[config.mk]
export PLATFORM = sky130hd
export DESIGN_NAME = kse
export DESIGN_NICKNAME = d
export VERILOG_FILES = /design/src/rtl/kse.sv
export SDC_FILE = /design/constraint.sdc
export NUM_CORES = 1
export LEC_CHECK = 0
export ABC_AREA = 0
export ABC_CLOCK_PERIOD_IN_PS = 2350
export CORE_MARGIN = 2
export CORE_UTILIZATION = 51
export DETAILED_ROUTE_END_ITERATION = 8
export PLACE_DENSITY_LB_ADDON = 0.25
export SYNTH_ARGS = -nofsm -noshare
export SYNTH_HDL_FRONTEND = slang
export SYNTH_SLANG_ARGS = --single-unit
[constraint.sdc]
create_clock -name clock -period 2.35 [get_ports clock]
set_input_delay 0.235 -clock clock [delete_from_list [all_inputs] [get_ports clock]]
set_output_delay 0.235 -clock clock [all_outputs]
set_load 0.05 [all_outputs]
[src/rtl/kse.sv]
// 4x4 keypad scanner: rotates an active-low column drive, debounces a single-row
// press, reports it as two BCD digits and waits for a debounced release.
module kse #(
    parameter int DEBOUNCE_CYCLES = 4
) (
    input  logic       clock,
    input  logic       reset,
    input  logic [3:0] row,
    input  logic       read,
    output logic [7:0] BCD,
    output logic       valid,
    output logic [3:0] col,
    output logic [1:0] state_o
);

    typedef enum logic [1:0] {
        SCAN         = 2'd0,
        DEBOUNCE     = 2'd1,
        WAIT_RELEASE = 2'd2
    } state_t;

    localparam int CW = $clog2(DEBOUNCE_CYCLES + 1);
    localparam logic [CW-1:0] DC_LAST = CW'(DEBOUNCE_CYCLES);

    // Handshake: valid rises on the acceptance edge and falls on the first later
    // edge with read high; an acceptance on the same edge as read keeps valid high.

    state_t        state_q, state_d;
    logic [3:0]    col_q, col_d;
    logic [3:0]    row_cap_q, row_cap_d;
    logic [CW-1:0] cnt_q, cnt_d;
    logic [7:0]    bcd_q, bcd_d;
    logic          valid_q, valid_d;

    logic          accept;
    logic          row_single;
    logic [CW-1:0] cnt_inc;
    logic [3:0]    key;
    logic [7:0]    key_bcd;

    function automatic logic [1:0] low_idx(input logic [3:0] v);
        case (v)
            4'b1101: low_idx = 2'd1;
            4'b1011: low_idx = 2'd2;
            4'b0111: low_idx = 2'd3;
            default: low_idx = 2'd0;
        endcase
    endfunction

    assign row_single = (row == 4'b1110) || (row == 4'b1101) ||
                        (row == 4'b1011) || (row == 4'b0111);
    assign cnt_inc    = cnt_q + CW'(1);
    // The accepted row always equals the live row, so the code is taken from it.
    assign key        = {low_idx(row), low_idx(col_q)};
    assign key_bcd    = (key >= 4'd10) ? {4'd1, key - 4'd10} : {4'd0, key};

    always_comb begin
        state_d   = state_q;
        col_d     = col_q;
        row_cap_d = row_cap_q;
        cnt_d     = cnt_q;
        accept    = 1'b0;
        case (state_q)
            SCAN: begin
                if (row_single) begin
                    row_cap_d = row;
                    cnt_d     = CW'(1);
                    if (DEBOUNCE_CYCLES <= 1) begin
                        accept  = 1'b1;
                        cnt_d   = '0;
                        state_d = WAIT_RELEASE;
                    end else begin
                        state_d = DEBOUNCE;
                    end
                end else begin
                    col_d = {col_q[2:0], col_q[3]};
                end
            end
            DEBOUNCE: begin
                if (row == row_cap_q) begin
                    cnt_d = cnt_inc;
                    if (cnt_inc >= DC_LAST) begin
                        accept  = 1'b1;
                        cnt_d   = '0;
                        state_d = WAIT_RELEASE;
                    end
                end else begin
                    cnt_d   = '0;
                    state_d = SCAN;
                end
            end
            WAIT_RELEASE: begin
                if (row == 4'b1111) begin
                    if (cnt_inc >= DC_LAST) begin
                        cnt_d   = '0;
                        state_d = SCAN;
                    end else begin
                        cnt_d = cnt_inc;
                    end
                end else begin
                    cnt_d = '0;
                end
            end
            default: begin
                cnt_d   = '0;
                state_d = SCAN;
            end
        endcase
    end

    always_comb begin
        bcd_d   = accept ? key_bcd : bcd_q;
        valid_d = accept ? 1'b1 : (read ? 1'b0 : valid_q);
    end

    always_ff @(posedge clock or posedge reset) begin
        if (reset) begin
            state_q   <= SCAN;
            col_q     <= 4'b1110;
            row_cap_q <= 4'b1111;
            cnt_q     <= '0;
            bcd_q     <= 8'h00;
            valid_q   <= 1'b0;
        end else begin
            state_q   <= state_d;
            col_q     <= col_d;
            row_cap_q <= row_cap_d;
            cnt_q     <= cnt_d;
            bcd_q     <= bcd_d;
            valid_q   <= valid_d;
        end
    end

    assign BCD     = bcd_q;
    assign valid   = valid_q;
    assign col     = col_q;
    assign state_o = state_q;

endmodule

==> impl_metrics.ini <==
[outcome]
status = completed

[placed_design]
place.gp.congestion = 0.823
pre_cts_slack_ps = 208
dpl-instance-area_um2 = 1360
detailed_place_hpwl_mm = 1.53
dp_cells = 147
port-buffer-count = 18

[timing]
finalHoldViolCount = 0
relSlewSlack_pct = 53.5
min_period_over_period_pct = 89.5
drv_slew = 0
rsz0062_at_grt = no
min_period_ps = 2100
setup_violations = 0
worst_slack_ps = 246
max_freq_mhz = 475
worst_slew_pin_slew_ps = 696
finClkSkew_ps = 1.63
fin_hold_ws_ps = 343
fin_setup_tns_ps = 0

[logic_synthesis]
yosysUniqueCellTypes = 44
synthCells = 103
yosys.area_share.simple_pct = 16.3
synth_compound_area_share_pct = 10.1
async_reset_ff_share_pct = 100
synth_mux_area_share_pct = 11.4
synthAdderAreaFrac_pct = 2.13
synth_top_family_by_area = simple AND/OR/NAND/NOR gates
ys_ff_latch = 19
synth_edf_count = 0
avgSynthCellArea_um2 = 11.4
yosysWarnings = 0
netlist_area_um2 = 1170
synthFlopType = dfrtp_1
ys_seq_area_share_pct = 41.3
synth_xor_area_share_pct = 11.1

[die]
initial_core_util_pct = 53.5
fp.dieW_um = 51.9
fp.dieArea_um2 = 2700
num_io_pins = 22
num_rows = 17
die_h_um = 51.9
core_area_um2 = 2190

[clocking]
holdBufCountCts = 0
cts.clk_slew.worst_paths_ps = 100
h-tree-depth = 1
post_cts_buffers = 0
cts_buffers = 3
post_cts_resized = 0
clock-sinks = 19
cts-root-buf = clkbuf_4
clockBufferDepth = 2
clock_latency_ps = 290
cts_tree = done

[worst_setup_path]
cp.required_ps = 2590
worstSetupPathType = flip-flop to flip-flop
arrival_ps = 2340
cp-start-kind = flip-flop
cp_max_fo = 6
r2r_slack_ps = 250
endpoint_kind = flip-flop

[pwr]
swShare_pct = 31.7
p_leak_uw = 0.000611
comb_power_share_pct = 28.5
ir_worst_vdd_mv = 0.432
intPower_uw = 557
p_switching_uw = 258
power.density_nw_per_um2 = 587
p_seq_share_pct = 51.6
clkPwrFrac_pct = 19.9

[finish]
multi_input_area_um2 = 611
layout-drive-gt1-share_pct = 20.3
antenna_cells = 0
final_net_count = 133
area_delta_synth_final_pct = 18.6
fill_cells = 194
post-route-cell-area_um2 = 1390
stdcell_count = 151
ff_latch_area_um2 = 484

[detailed_routing]
first_pass_iters = 4
dr.first_iter.drc_count = 9
antenna_left = 0
vias_per_cell = 5.34
avgRoutedWirePerCell_um = 13.4
drcViolationCount = 0
drt-total-wl_mm = 2.02
routed-via-count = 806

[global_route]
grt_max_degree = 20
grt_pass1_wl_mm = 3.48
grt_pass1_vias = 796
grt_remaining_overflow = 0
grtUsageTotal_pct = 17.8
antenna_found_initial = 0

[hold_path]
hold_path_class = input pin to async pin

[run]
max-cap-violations = 0
[per-stage QoR]
step | util [%] | total power (uW)
after floorplan | - | 621
after global placement | 62.2 | 652
after detailed placement | 62.2 | 661
after CTS | 63.4 | 831
after global routing | 63.4 | 859
final | 63.4 | 815
[flip-flops by register name, summed over array words and instances (netlist names)]
register and count:
state_o 2, cnt_q 3, col 4, valid 1, BCD 5, row_cap_q 4
[worst max-delay path, stage by stage, from the launching register on]
cell,delay [ps]
dfstp_2,610
xor2_1,200
nand3_1,150
ha_1,310
or4b_1,500
o311ai_1,100
mux2_1,170
[final cells by class]
cell class | count | share of cell area, %
clock buffers | 3 | 1.62
repair buffers | 22 | 15.1
flip-flops and latches | 19 | 34.8
multi-input cells | 72 | 43.9
well taps | 28 | 2.52
inverters | 6 | 1.62
clock inverters | 1 | 0.360
[power by group through the flow]
stage / clock network (uW) / logic, uW / registers [uW]
finish: 162 / 233 / 421
floorplan: 0 / 188 / 433
CTS: 173 / 236 / 421
detailed placement: 0 / 234 / 428
global route: 177 / 255 / 427
global placement: 0 / 228 / 425
[worst paths after layout]
check                       start         end  cells past startpoint
setup / recovery           col[3]      BCD[2]                      6
hold / removal              reset    cnt_q[1]                      2
setup reg to reg           col[3]      BCD[2]                      6
hold reg to reg            BCD[0]      BCD[0]                      1
max in group asynchronous   reset  state_o[0]                      2
min in group clock           read       valid                      2
[Yosys cell counts (all sizes together), types with 3 or more instances]
cell type | n | area share, %
dfrtp | 12 | 26
o21ai | 3 | 1.3
inv | 6 | 1.9
nand2 | 8 | 2.8
xnor2 | 8 | 8.9
dfstp | 7 | 16
buf | 8 | 5.3
xor2 | 3 | 2.2
nor2 | 4 | 1.3
mux2 | 11 | 11
nand3 | 3 | 2.3
[layout by cell type (no fill, tap or decap), drive strengths merged, types with 2 or more instances in the layout]
master,netlist,layout
o31ai,2,2
mux2,11,11
xor2,3,3
or3,2,2
inv,6,6
nand3,3,3
nor3,2,2
dfstp,7,7
o21ai,3,3
nor2,4,4
nand2b,2,2
buf,8,4
nand4b,2,2
clkdlybuf4s50,0,18
ha,2,2
nand2,8,8
clkbuf,0,3
xnor2,8,8
conb,1,3
dfrtp,12,12
[kinds of logic (layout without fill, tap and decap cells)]
logic type	count (synthesis)	count (layout)
buffers and inverters	14	32
multiplexers	12	12
adder cells (fa/ha/maj)	2	2
other	1	3
AND/OR/NAND/NOR	29	29
XOR/XNOR	11	11
AO/OA/AOI/OAI	15	15
flip-flops	19	19
[metal layers]
| layer | up-vias | global-route usage, % | wire length [um] |
|---|---|---|---|
| met1 | 383 | 21.1 | 923 |
| met5 | - | 0 | 0 |
| met4 | 0 | 9.21 | 44 |
| li1 | 400 | - | - |
| met3 | 4 | 3.74 | 92 |
| met2 | 19 | 30.2 | 962 |
Power figures use the tool's default switching activity.
